===== src/rtl/yonga_can_pkg.sv =====
// Shared CAN definitions: receive/transmit state encoding, CRC-15 polynomial
// and frame field widths used by the packetizer and depacketizer.
package yonga_can_pkg;

    typedef enum logic [3:0] {
        ST_IDLE,
        ST_ARB,
        ST_EXT,
        ST_CTRL,
        ST_DATA,
        ST_CRC,
        ST_CRC_DEL,
        ST_ACK_SLOT,
        ST_ACK_DEL,
        ST_EOF,
        ST_ERROR
    } can_state_e;

    localparam logic [14:0] CAN_CRC15_POLY = 15'h4599;

    localparam int SID_W          = 11;
    localparam int EID_W          = 18;
    localparam int DLC_W          = 4;
    localparam int CRC_W          = 15;
    localparam int EOF_W          = 7;
    localparam int BUS_IDLE_W     = 11;
    localparam int INTERMISSION_W = 3;
    localparam int STUFF_RUN      = 5;

endpackage


===== src/rtl/yonga_can_crc15.sv =====
// Serial CAN CRC-15 (poly 0x4599, init 0), one bit per enabled clock.
// Shared by the packetizer and depacketizer.
module yonga_can_crc15
    import yonga_can_pkg::*;
(
    input  logic             clk,
    input  logic             rst,
    input  logic             i_clr,
    input  logic             i_en,
    input  logic             i_bit,
    output logic [CRC_W-1:0] o_crc
);

    logic [CRC_W-1:0] crc_q, crc_d;
    logic             fb;

    always_comb begin
        crc_d = crc_q;
        fb    = i_bit ^ crc_q[CRC_W-1];
        if (i_clr) begin
            crc_d = '0;
        end else if (i_en) begin
            crc_d = {crc_q[CRC_W-2:0], 1'b0} ^ (fb ? CAN_CRC15_POLY : '0);
        end
    end

    always_ff @(posedge clk) begin
        if (rst) begin
            crc_q <= '0;
        end else begin
            crc_q <= crc_d;
        end
    end

    assign o_crc = crc_q;

endmodule


===== src/rtl/yonga_can_depacketizer.sv =====
// CAN receive path: destuffs sampled bus bits, parses standard/extended
// frames, checks CRC and delimiters, and reports the message or error.
module yonga_can_depacketizer
    import yonga_can_pkg::*;
(
    input  logic        clk,
    input  logic        rst,
    input  logic        i_en,
    input  logic        i_sample_pulse,
    input  logic        i_rx_bit,
    output logic [10:0] o_sid,
    output logic        o_ide,
    output logic [17:0] o_eid,
    output logic        o_rtr,
    output logic [3:0]  o_dlc,
    output logic [63:0] o_data,
    output logic        o_msg_valid,
    output logic        o_crc_err,
    output logic        o_stuff_err,
    output logic        o_form_err,
    output logic        o_ack_slot,
    output logic        o_busy
);

    can_state_e  state_q, state_d;
    logic [6:0]  cnt_q, cnt_d;
    logic [3:0]  idle_cnt_q, idle_cnt_d;
    logic        after_frame_q, after_frame_d;
    logic        run_val_q, run_val_d;
    logic [2:0]  run_len_q, run_len_d;
    logic [16:0] shift_q, shift_d;
    logic [10:0] sid_q, sid_d;
    logic        ide_q, ide_d;
    logic [17:0] eid_q, eid_d;
    logic        rtr_q, rtr_d;
    logic [3:0]  dlc_q, dlc_d;
    logic [63:0] data_q, data_d;
    logic        msg_valid_q, msg_valid_d;
    logic        crc_err_q, crc_err_d;
    logic        stuff_err_q, stuff_err_d;
    logic        form_err_q, form_err_d;

    logic             crc_clr, crc_en, destuff_zone;
    logic [6:0]       data_bits;
    logic [CRC_W-1:0] crc_calc;

    yonga_can_crc15 u_crc (
        .clk   (clk),
        .rst   (rst),
        .i_clr (crc_clr),
        .i_en  (crc_en),
        .i_bit (i_rx_bit),
        .o_crc (crc_calc)
    );

    assign data_bits = (dlc_q >= 4'd8) ? 7'd64 : {1'b0, dlc_q[2:0], 3'b000};

    always_comb begin
        state_d       = state_q;
        cnt_d         = cnt_q;
        idle_cnt_d    = idle_cnt_q;
        after_frame_d = after_frame_q;
        run_val_d     = run_val_q;
        run_len_d     = run_len_q;
        shift_d       = shift_q;
        sid_d         = sid_q;
        ide_d         = ide_q;
        eid_d         = eid_q;
        rtr_d         = rtr_q;
        dlc_d         = dlc_q;
        data_d        = data_q;
        msg_valid_d   = 1'b0;
        crc_err_d     = 1'b0;
        stuff_err_d   = 1'b0;
        form_err_d    = 1'b0;
        crc_clr       = 1'b0;
        crc_en        = 1'b0;
        destuff_zone  = state_q inside {ST_ARB, ST_EXT, ST_CTRL, ST_DATA, ST_CRC};

        if (!i_en) begin
            state_d       = ST_IDLE;
            idle_cnt_d    = '0;
            after_frame_d = 1'b0;
        end else if (i_sample_pulse) begin
            if (destuff_zone && run_len_q == 3'(STUFF_RUN)) begin
                // Stuff bit: never reaches the field decoder or the CRC.
                if (i_rx_bit == run_val_q) begin
                    stuff_err_d   = 1'b1;
                    state_d       = ST_ERROR;
                    idle_cnt_d    = '0;
                    after_frame_d = 1'b0;
                end else begin
                    run_val_d = i_rx_bit;
                    run_len_d = 3'd1;
                end
            end else begin
                if (destuff_zone) begin
                    if (i_rx_bit == run_val_q) begin
                        run_len_d = run_len_q + 3'd1;
                    end else begin
                        run_val_d = i_rx_bit;
                        run_len_d = 3'd1;
                    end
                    crc_en  = (state_q != ST_CRC);
                    cnt_d   = cnt_q + 7'd1;
                    shift_d = {shift_q[15:0], i_rx_bit};
                end

                case (state_q)
                    ST_IDLE: begin
                        if (i_rx_bit) begin
                            if (idle_cnt_q != 4'(BUS_IDLE_W)) idle_cnt_d = idle_cnt_q + 4'd1;
                        end else if ((after_frame_q && idle_cnt_q >= 4'(INTERMISSION_W)) ||
                                     idle_cnt_q == 4'(BUS_IDLE_W)) begin
                            // SOF is dominant and counts as the first bit of a run.
                            state_d    = ST_ARB;
                            data_d     = '0;
                            crc_clr    = 1'b1;
                            run_val_d  = 1'b0;
                            run_len_d  = 3'd1;
                            cnt_d      = '0;
                            idle_cnt_d = '0;
                        end else begin
                            idle_cnt_d = '0;
                        end
                    end
                    ST_ARB: begin
                        if (cnt_q == 7'(SID_W - 1)) sid_d = {shift_q[9:0], i_rx_bit};
                        if (cnt_q == 7'(SID_W)) rtr_d = i_rx_bit;
                        if (cnt_q == 7'(SID_W + 1)) begin
                            ide_d   = i_rx_bit;
                            cnt_d   = '0;
                            state_d = i_rx_bit ? ST_EXT : ST_CTRL;
                        end
                    end
                    ST_EXT: begin
                        if (cnt_q == 7'(EID_W - 1)) eid_d = {shift_q, i_rx_bit};
                        if (cnt_q == 7'(EID_W)) rtr_d = i_rx_bit;
                        if (cnt_q == 7'(EID_W + 1)) begin
                            cnt_d   = '0;
                            state_d = ST_CTRL;
                        end
                    end
                    ST_CTRL: begin
                        if (cnt_q == 7'(DLC_W)) begin
                            dlc_d   = {shift_q[2:0], i_rx_bit};
                            cnt_d   = '0;
                            state_d = (rtr_q || dlc_d == 4'd0) ? ST_CRC : ST_DATA;
                        end
                    end
                    ST_DATA: begin
                        data_d[{cnt_q[5:3], ~cnt_q[2:0]}] = i_rx_bit;
                        if (cnt_q == data_bits - 7'd1) begin
                            cnt_d   = '0;
                            state_d = ST_CRC;
                        end
                    end
                    ST_CRC: begin
                        if (cnt_q == 7'(CRC_W - 1)) begin
                            cnt_d   = '0;
                            state_d = ST_CRC_DEL;
                        end
                    end
                    ST_CRC_DEL: begin
                        form_err_d = !i_rx_bit;
                        crc_err_d  = (shift_q[CRC_W-1:0] != crc_calc);
                        if (!i_rx_bit || shift_q[CRC_W-1:0] != crc_calc) begin
                            state_d       = ST_ERROR;
                            idle_cnt_d    = '0;
                            after_frame_d = 1'b0;
                        end else begin
                            state_d = ST_ACK_SLOT;
                        end
                    end
                    ST_ACK_SLOT: state_d = ST_ACK_DEL;
                    ST_ACK_DEL, ST_EOF: begin
                        if (!i_rx_bit) begin
                            form_err_d    = 1'b1;
                            state_d       = ST_ERROR;
                            idle_cnt_d    = '0;
                            after_frame_d = 1'b0;
                        end else if (state_q == ST_ACK_DEL) begin
                            cnt_d   = '0;
                            state_d = ST_EOF;
                        end else if (cnt_q == 7'(EOF_W - 1)) begin
                            msg_valid_d   = 1'b1;
                            state_d       = ST_IDLE;
                            idle_cnt_d    = '0;
                            after_frame_d = 1'b1;
                        end else begin
                            cnt_d = cnt_q + 7'd1;
                        end
                    end
                    ST_ERROR: begin
                        // Leaves with the idle count already at 11 so SOF may follow at once.
                        if (!i_rx_bit) begin
                            idle_cnt_d = '0;
                        end else begin
                            idle_cnt_d = idle_cnt_q + 4'd1;
                            if (idle_cnt_q == 4'(BUS_IDLE_W - 1)) state_d = ST_IDLE;
                        end
                    end
                    default: state_d = ST_IDLE;
                endcase
            end
        end
    end

    always_ff @(posedge clk) begin
        if (rst) begin
            state_q       <= ST_IDLE;
            cnt_q         <= '0;
            idle_cnt_q    <= '0;
            after_frame_q <= 1'b0;
            run_val_q     <= 1'b0;
            run_len_q     <= '0;
            shift_q       <= '0;
            sid_q         <= '0;
            ide_q         <= 1'b0;
            eid_q         <= '0;
            rtr_q         <= 1'b0;
            dlc_q         <= '0;
            data_q        <= '0;
            msg_valid_q   <= 1'b0;
            crc_err_q     <= 1'b0;
            stuff_err_q   <= 1'b0;
            form_err_q    <= 1'b0;
        end else begin
            state_q       <= state_d;
            cnt_q         <= cnt_d;
            idle_cnt_q    <= idle_cnt_d;
            after_frame_q <= after_frame_d;
            run_val_q     <= run_val_d;
            run_len_q     <= run_len_d;
            shift_q       <= shift_d;
            sid_q         <= sid_d;
            ide_q         <= ide_d;
            eid_q         <= eid_d;
            rtr_q         <= rtr_d;
            dlc_q         <= dlc_d;
            data_q        <= data_d;
            msg_valid_q   <= msg_valid_d;
            crc_err_q     <= crc_err_d;
            stuff_err_q   <= stuff_err_d;
            form_err_q    <= form_err_d;
        end
    end

    assign o_sid       = sid_q;
    assign o_ide       = ide_q;
    assign o_eid       = eid_q;
    assign o_rtr       = rtr_q;
    assign o_dlc       = dlc_q;
    assign o_data      = data_q;
    assign o_msg_valid = msg_valid_q;
    assign o_crc_err   = crc_err_q;
    assign o_stuff_err = stuff_err_q;
    assign o_form_err  = form_err_q;
    assign o_ack_slot  = (state_q == ST_ACK_SLOT);
    assign o_busy      = (state_q != ST_IDLE);

endmodule


===== config.mk =====
export PLATFORM = sky130hd
export DESIGN_NAME = yonga_can_depacketizer
export DESIGN_NICKNAME = d
export VERILOG_FILES = /design/src/rtl/yonga_can_pkg.sv /design/src/rtl/yonga_can_crc15.sv /design/src/rtl/yonga_can_depacketizer.sv
export SDC_FILE = /design/constraint.sdc
export NUM_CORES = 1
export LEC_CHECK = 0
export BUFFER_PORTS_ARGS = -buffer_cell sky130_fd_sc_hd__buf_4
export CORE_MARGIN = 2
export CORE_UTILIZATION = 58
export DETAILED_ROUTE_END_ITERATION = 10
export PLACE_DENSITY = 0.84
export SLEW_MARGIN = 10
export SYNTH_ARGS = -nofsm -noshare
export SYNTH_HDL_FRONTEND = slang
export SYNTH_SLANG_ARGS = --single-unit
export TNS_END_PERCENT = 30

===== constraint.sdc =====
create_clock -name clk -period 2.85 [get_ports clk]
set_input_delay 0.1425 -clock clk [delete_from_list [all_inputs] [get_ports clk]]
set_output_delay 0.1425 -clock clk [all_outputs]
set_load 0.05 [all_outputs]

==> results_dict.tcl, run 1 <==
set metrics [dict create \
    status "complete, no violations" \
    yosysUniqueCellTypes 80 \
    worst_slew_pin_slew_ns 0.863 \
    grt_pass1_wl_mm 35.2 \
    postPlaceCellArea_um2 8660 \
    initial_utilization_pct 59.9 \
    netSwitchingFraction_pct 22.8 \
    clockBufferDepth 2 \
    antenna_found_initial 0 \
    route.vias.total 7412 \
    cp_max_fo 14 \
    ir_worst_vdd_mv 0.441 \
    relSlewSlack_pct 42.4 \
    synth_warnings 0 \
    finalInstanceArea_um2 9290 \
    io_buffers 109 \
    power.leakage_nw 3.62 \
    drt-initial-drc-count 999 \
    instances_no_fill 1189 \
    syn_inst 913 \
    worstPathArrival_ns 2.96 \
    criticalPathCategory "reg -> reg" \
    fp-row-count 41 \
    cts.sinks 155 \
    dp.cells 1157 \
    slew_viol_final 0 \
    post-route-period-util_pct 92.9 \
    cts_made_buffers 17 \
    layout-drive-gt1-share_pct 20.6 \
    cts_tree "done" \
    ys_seq_area_share_pct 40.5 \
    synth_ff_type "dfxtp_1" \
    clkTransAtPathRegs_ns 0.07 \
    finClkSkew_ns 0.00990 \
    finalHoldViolations 0 \
    comb_power_share_pct 2.9 \
    finalSetupViolations 0 \
    hold_path.class "in -> reg" \
    via_per_inst 6.23 \
    yosys-top-cells-area "dfxtp_1, a21oi_1, mux2i_1, o21ai_0, nand3_1" \
    ant_nets 0 \
    end_kind "flip-flop" \
    final_cell_mix "dfxtp_1, buf_4, a21oi_1" \
    ys_ff_latch 155 \
    synth-async-reset-ratio_pct 0 \
    wl_mm 22.1 \
    track_usage_pct 30.9 \
    grt_max_degree 72 \
    syn-num-nets 929 \
    min_period_ns 2.65 \
    cap_violations 0 \
    chipWidth_um 119 \
    cts_root_buf "clkbuf_16" \
    grt_pass1_vias 6760 \
    htreeDepth 4 \
    required_ns 3.16 \
    powerDensity_nw_per_um2 503 \
    reg2reg_setup_slack_ns 0.20 \
    p_seq_share_pct 46.4 \
    drc_errors 0 \
    synth_area_leader_cell "dfxtp_1" \
    crit_path_start_kind "flip-flop" \
    final_common_cell "dfxtp_1" \
    hpwl_mm 14.9 \
    clkPwrFrac_pct 50.6 \
    rsz0062_at_grt "no" \
    fin_nets 1020 \
    clk_latency_ns 0.43 \
    syn-cell-area_um2 7650 \
    synth_top_area_share_pct 40.5 \
    internal_power_mw 3.60 \
    die_y_um 119 \
    grt_remaining_overflow 0 \
    antenna_cells 0 \
    die-area_um2 14100 \
    drt-pass1-iter-count 6 \
    fmaxAchievable_mhz 378 \
    routedWlPerCell_um 18.6 \
    core_area_um2 12800 \
    syn_area_per_cell_um2 8.38 \
    area_delta_synth_final_pct 21.4 \
    p_sw_mw 1.06 \
    synth_edf_count 0 \
    ios 110 \
    fin_tns_setup_ns 0 \
    globalplace.congestion 0.993 \
]
[per-layer routing]
layer	vias to the layer above	share of wire, %	GRT usage (%)
met4	0	1.5	10.3
met1	3509	42	42.4
met2	397	47	48.5
li1	3468	-	-
met3	38	9.3	6.27
met5	-	0	0
[final cells by class]
| type | count | area [um^2] |
|---|---|---|
| clock buffers | 19 | 433 |
| clock inverters | 13 | 178 |
| fillers | 980 | 3490 |
| inverters | 13 | 48.8 |
| multi-input cells | 671 | 4200 |
| flip-flops and latches | 155 | 3100 |
| well taps | 172 | 215 |
| repair buffers | 146 | 1110 |
[worst max-delay path: stages, from the launching register on]
cell	delay (ns)
dfxtp_1	0.62
a21o_1	0.25
o31a_1	0.25
and3_1	0.46
o2111ai_1	0.50
o21ai_0	0.36
a21oi_1	0.09
[registers in the layout, indices dropped and copies added (netlist names)]
signal / flops
after_frame_q: 1
cnt_q: 7
o_ide: 1
o_form_err: 1
o_stuff_err: 1
run_val_q: 1
state_q: 4
o_eid: 18
o_data: 64
o_crc_err: 1
o_dlc: 4
run_len_q: 3
u_crc.o_crc: 15
o_rtr: 1
idle_cnt_q: 4
o_sid: 11
shift_q: 17
o_msg_valid: 1
[power by group through the flow]
stage | registers [mW] | clock network, mW | logic, mW
after global placement | 2.22 | 0 | 0.132
after global routing | 2.17 | 2.46 | 0.148
final | 2.17 | 2.36 | 0.137
after floorplan | 2.22 | 0 | 0.0978
after CTS | 2.17 | 2.37 | 0.133
after detailed placement | 2.22 | 0 | 0.133
[path summary, 6_finish.rpt]
kind | start | endpoint | depth (start not counted)
min | i_rx_bit | o_ide$_SDFFE_PP0P_ | 3
max reg2reg | state_q[1]$_SDFFE_PP0P_ | o_data[50]$_SDFFE_PP0P_ | 6
min reg2reg | shift_q[16]$_SDFFE_PP0P_ | shift_q[16]$_SDFFE_PP0P_ | 2
max | state_q[1]$_SDFFE_PP0P_ | o_data[50]$_SDFFE_PP0P_ | 6
[timing repair]
action                                 4_1_cts  5_1_grt
gates resized for setup                      0        2
hold buffers                                 0        0
setup endpoints to repair                    0        3
buffers inserted                             0        0
endpoints found under the hold margin        0        0
[logic make-up after synthesis]
group	Yosys count	synth area share [%]
simple gates	312	20.5
compound gates	266	21.9
flops	155	40.5
buf+inv	87	4.97
mux	52	6.82
xor+xnor	30	3.43
fa+ha+maj	11	1.80
[stage by stage]
stage               setup slack, ns  power (mW)  util (%)  hold slack (ns)
global route                 0.0467        4.78      72.7            0.107
CTS                           0.286        4.67      72.6           0.0836
detailed placement            0.320        2.35      67.8            0.458
finish                        0.204        4.67      72.7           0.0974
global placement              0.291        2.35      67.8            0.447
floorplan                     0.431        2.32         -            0.410
[Yosys cell counts (4+ instances only)]
library cell	instances
nand2b_1	8
buf_1	6
buf_2	22
dfxtp_1	155
inv_1	12
o22ai_1	4
nor2_1	86
clkbuf_1	41
nand2_1	64
xnor2_1	13
a2111oi_4	4
a211oi_1	4
or3_1	8
o2111ai_1	7
nand4_1	8
a31oi_1	6
nand3_1	66
nor3_1	12
xor2_1	17
and3_1	5
nor4_1	11
nor2b_1	8
a21oi_1	106
o21ai_0	86
mux2i_1	51
ha_1	11
and2_1	8
(Power assumes the default switching activity.)
==> inputs of run 2 (changes only) <==
- CORE_ASPECT_RATIO: default -> 1.25
- PLACE_DENSITY: 0.84 -> 0.81
==> run 2 against run 1 <==
Hold slack improved by 0.043 ns. Clock skew rose by 0.0026 ns. Sequential power barely moved. Global-route usage barely moved. Critical path depth did not move. Design area rose by 0.42%. Flip-flop and latch count did not move. Clock power fell by 5%. Via count fell by 0.86%. Highest routed layer unchanged. Critical endpoint is now o_data[12]$_SDFFE_PP0P_. Largest cell class unchanged. Total power fell by 2.5%. Core utilization rose by 0.28 points.
==> results_dict.tcl, run 2 (synthesis gave the netlist of run 1 again) <==
set metrics [dict create \
    chipWidth_um 107 \
    clockBufferDepth 2 \
    worst_slew_pin_slew_ns 0.936 \
    place_ws_ns 0.203 \
    globalplace.congestion 0.957 \
    layout-drive-gt1-share_pct 21.3 \
    required_ns 3.15 \
    grt_pass1_wl_mm 35.5 \
    cts_tree "done" \
    clkTransAtPathRegs_ns 0.07 \
    postPlaceCellArea_um2 8730 \
    die_y_um 132 \
    antenna_cells 0 \
    num-fill-cells 1003 \
    finalSetupViolations 0 \
    reg2reg_from "state_q[0]$_SDFFE_PP0P_" \
    multi_input_area_um2 4190 \
    internal_power_mw 3.40 \
    drc_errors 0 \
    area_delta_synth_final_pct 21.9 \
    worstPathArrival_ns 3.06 \
    fp-row-count 46 \
    grt_max_degree 72 \
    power.leakage_nw 3.66 \
    cts.sinks 155 \
    largest_reg_flops 64 \
    wl_mm 21.9 \
    criticalPathCategory "reg -> reg" \
    drt-initial-drc-count 612 \
    slew_viol_final 0 \
    p_sw_mw 1.15 \
    cts_root_buf "clkbuf_16" \
    crit_path_start_kind "flip-flop" \
    clkPwrFrac_pct 49.3 \
    route.vias.total 7348 \
    critPathLaunch "state_q[0]$_SDFFE_PP0P_" \
    fmaxAchievable_mhz 362 \
    initial_utilization_pct 59.9 \
    die-area_um2 14100 \
    finalInstanceArea_um2 9330 \
    grt_remaining_overflow 0 \
    netSwitchingFraction_pct 25.3 \
    via_per_inst 6.16 \
    instances_no_fill 1193 \
    post-route-util_pct 73.0 \
    timing.final.ws_setup_ns 0.0888 \
    status "complete, no violations" \
    hpwl_mm 15.1 \
    ant_nets 0 \
    cts_resized 0 \
    seq_area_um2 3100 \
    antenna_found_initial 0 \
    dp.cells 1161 \
    min_period_ns 2.76 \
    post_cts_buffers 0 \
    core_area_um2 12800 \
    postCtsHoldBufs 0 \
    cap_violations 0 \
    io_buffers 109 \
    routedWlPerCell_um 18.4 \
    fin_nets 1028 \
    fin_tns_setup_ns 0 \
    hold_path.class "in -> reg" \
    post-route-period-util_pct 96.9 \
    comb_power_share_pct 3.1 \
    holdWs_ns 0.140 \
    clk_latency_ns 0.43 \
    drt-pass1-iter-count 5 \
    holdCritStartpoint "i_rx_bit" \
    finalHoldViolations 0 \
    htreeDepth 4 \
    finClkSkew_ns 0.0125 \
    total_power_mw 4.55 \
    final_common_cell "dfxtp_1" \
    ir_worst_vdd_mv 0.382 \
    p_seq_share_pct 47.6 \
    cp_max_fo 14 \
    track_usage_pct 30.9 \
    final_cell_mix "dfxtp_1, buf_4, a21oi_1" \
    relSlewSlack_pct 37.5 \
    end_kind "flip-flop" \
    cts_made_buffers 17 \
    powerDensity_nw_per_um2 488 \
    grt_pass1_vias 6823 \
    ios 110 \
]
[run 2: metal layers]
metal / track usage, % / wire length, um / vias to the layer above
li1: - / - / 3478
met1: 39.5 / 8990 / 3452
met3: 5.62 / 1570 / 62
met4: 14.5 / 838 / 0
met5: 0 / 0 / -
met2: 50.4 / 10500 / 356
[run 2: critical path, stage by stage (launching register included)]
cell and delay (ns):
dfxtp_1 0.47, buf_4 0.24, nor2_1 0.43, and3_1 0.51
o2111ai_1 0.54, o21ai_0 0.36, a21oi_1 0.09
[run 2: power groups by stage]
stage,Clock [mW],Combinational [mW],Sequential (mW)
finish,2.25,0.139,2.17
detailed placement,0,0.136,2.22
floorplan,0,0.0978,2.22
global placement,0,0.135,2.22
global route,2.35,0.150,2.17
CTS,2.27,0.136,2.17
[run 2: cell type report]
type | count | share of cell area [%]
multi-input cells | 671 | 45.0
flip-flops and latches | 155 | 33.3
repair buffers | 154 | 12.7
clock buffers | 18 | 4.71
well taps | 168 | 2.25
clock inverters | 14 | 1.60
inverters | 13 | 0.523
[run 2: worst paths after layout]
check                                          endpoint  depth (start not counted)  slack, ns
worst min register to register  o_data[43]$_SDFFE_PP0P_                          2       0.47
worst max register to register  o_data[12]$_SDFFE_PP0P_                          6       0.09
worst min-delay path              o_eid[0]$_SDFFE_PP0P_                          3       0.14
worst max-delay path            o_data[12]$_SDFFE_PP0P_                          6       0.09
==> inputs of run 3 (changes only) <==
- ABC_AREA: default -> 1
- PLACE_DENSITY: 0.81 -> 0.8
==> run 3 against run 2 <==
Synthesized cell count up 39%. Register-to-register slack better by 0.34 ns. Highest routed layer unchanged. Sequential share of layout area down 1.1 points.
==> results_dict.tcl, run 3 <==
set metrics [dict create \
    clockBufferDepth 2 \
    synth_area_leader_cell "dfxtp_1" \
    ys_seq_area_share_pct 38.1 \
    syn-num-nets 1289 \
    antenna_cells 0 \
    criticalPathCategory "reg -> reg" \
    via_per_inst 5.43 \
    track_usage_pct 29.7 \
    required_ns 3.14 \
    finClkSkew_ns 0.0114 \
    worst_slew_pin_slew_ns 0.750 \
    crit_path_start_kind "flip-flop" \
    clkTransAtPathRegs_ns 0.06 \
    largest_reg_flops 64 \
    final_cell_mix "nand2_1, nor2_1, dfxtp_1" \
    route.vias.total 8443 \
    synth_ff_type "dfxtp_1" \
    clk_latency_ns 0.43 \
    ios 110 \
    post-route-util_pct 70.2 \
    finalInstanceArea_um2 9660 \
    initial_utilization_pct 59.2 \
    power.leakage_nw 4.26 \
    final_common_cell "nand2_1" \
    worstPathArrival_ns 2.72 \
    end_kind "flip-flop" \
    syn_inst 1273 \
    grt_remaining_overflow 0 \
    finalSetupViolations 0 \
    area_delta_synth_final_pct 18.6 \
    fmaxAchievable_mhz 413 \
    cp_max_fo 36 \
    io_buffers 109 \
    hpwl_mm 14.9 \
    fin_tns_setup_ns 0 \
    antenna_found_initial 0 \
    layout-drive-gt1-share_pct 13.4 \
    finalHoldViolations 0 \
    wl_mm 21.9 \
    htreeDepth 4 \
    drt-initial-drc-count 591 \
    core_area_um2 13800 \
    chipWidth_um 110 \
    ant_nets 0 \
    drc_errors 0 \
    cts_tree "done" \
    synth_top_area_share_pct 38.1 \
    post-route-period-util_pct 85.0 \
    cts_root_buf "clkbuf_16" \
    instances_no_fill 1556 \
    drt-pass1-iter-count 6 \
    yosysUniqueCellTypes 35 \
    post_cts_buffers 0 \
    min_period_ns 2.42 \
    syn_area_per_cell_um2 6.40 \
    globalplace.congestion 0.961 \
    synthTopCellsByCount "nand2_1, nor2_1, dfxtp_1" \
    cts_resized 0 \
    synth_warnings 0 \
    grt_pass1_vias 7578 \
    dp.cells 1526 \
    grt_pass1_wl_mm 35.6 \
    relSlewSlack_pct 49.9 \
    fin_nets 1387 \
    syn-cell-area_um2 8150 \
    die-area_um2 15000 \
    postPlaceCellArea_um2 9110 \
    rsz0062_at_grt "no" \
    die_y_um 137 \
    routedWlPerCell_um 14.1 \
    cts_made_buffers 17 \
    yosysMostFrequentCell "nand2_1" \
    ys_ff_latch 155 \
    cts.sinks 155 \
    slew_viol_final 0 \
    yosys-top-cells-area "dfxtp_1, nand2_1, o21ai_0, nor2_1, inv_1" \
    hold_path.class "in -> reg" \
    ir_worst_vdd_mv 0.368 \
    synth-async-reset-ratio_pct 0 \
    status "complete, no violations" \
    powerDensity_nw_per_um2 472 \
    cap_violations 0 \
    fp-row-count 48 \
    synth_edf_count 0 \
    grt_max_degree 65 \
]
run 3: changes by cell type after synthesis, moves of 8 or more:
| cell | previous run | this run |
|---|---|---|
| nor4_1 | 11 | 1 |
| buf_2 | 22 | 14 |
| inv_1 | 12 | 149 |
| nand2b_1 | 8 | 0 |
| or3_1 | 8 | 0 |
| xnor2_1 | 13 | 5 |
| nor2b_1 | 8 | 0 |
| nor2_1 | 86 | 164 |
| xor2_1 | 17 | 8 |
| nand4_1 | 8 | 40 |
| mux2i_1 | 51 | 0 |
| o21ai_0 | 86 | 129 |
| nand2_1 | 64 | 324 |
run 3: what timing repair did:
action,in CTS,in global routing
hold buffers,1,0
endpoints found under the setup margin,0,0
endpoints found under the hold margin,1,0
run 3: area by class of cell:
cell class | count | area [um^2]
Sequential cell | 155 | 3100
Clock buffer | 20 | 447
Timing Repair Buffer | 138 | 1040
Clock inverter | 9 | 91.3
Fill cell | 1213 | 4100
Inverter | 157 | 589
Multi-Input combinational cell | 902 | 4170
Tap cell | 175 | 219
run 3: cells by family after synthesis:
kind of cell    synth area share [%]
compound gates                  15.7
flops                           38.1
xor+xnor                        1.40
fa+ha+maj                       1.69
buf+inv                         10.8
simple gates                    32.4
run 3: routing by layer:
layer	track usage, %	part of all wire, %
met2	49.7	49
met3	5.00	6.1
met4	11.6	2.5
met5	0	0
met1	37.9	42
run 3: report_power, final:
group	leakage, nW	internal [mW]	switching (mW)
Combinational	2.75	0.0653	0.170
Clock	0.263	1.22	0.917
Sequential	1.25	2.17	0.0158
Total	4.26	3.46	1.10
run 3: worst max-delay path, cell delays in order, from the launching register on:
cell	delay, ns
dfxtp_1	0.45
inv_2	0.07
nand2_1	0.16
nor2_1	0.13
nor2_4	0.15
nand2_4	0.06
nand2_2	0.20
nand2_2	0.21
inv_2	0.17
nand2_2	0.32
o21ai_0	0.30
a21oi_1	0.06
run 3: worst paths after layout:
kind / startpoint / slack (ns) / depth (start not counted) / to
max: state_q[3]$_SDFFE_PP0P_ / 0.43 / 11 / o_eid[5]$_SDFFE_PP0P_
min: i_sample_pulse / 0.12 / 3 / o_stuff_err$_SDFF_PP0_
max reg2reg: state_q[3]$_SDFFE_PP0P_ / 0.43 / 11 / o_eid[5]$_SDFFE_PP0P_
min reg2reg: o_eid[15]$_SDFFE_PP0P_ / 0.44 / 2 / o_eid[15]$_SDFFE_PP0P_
run 3: stage by stage:
stage	hold slack (ns)	setup WS (ns)	total power, mW
3_5_place_dp	0.416	0.486	2.47
6_report	0.118	0.428	4.56
3_3_place_gp	0.404	0.579	2.47
2_1_floorplan	0.291	0.751	2.39
4_1_cts	0.104	0.467	4.57
5_1_grt	0.137	0.181	4.68
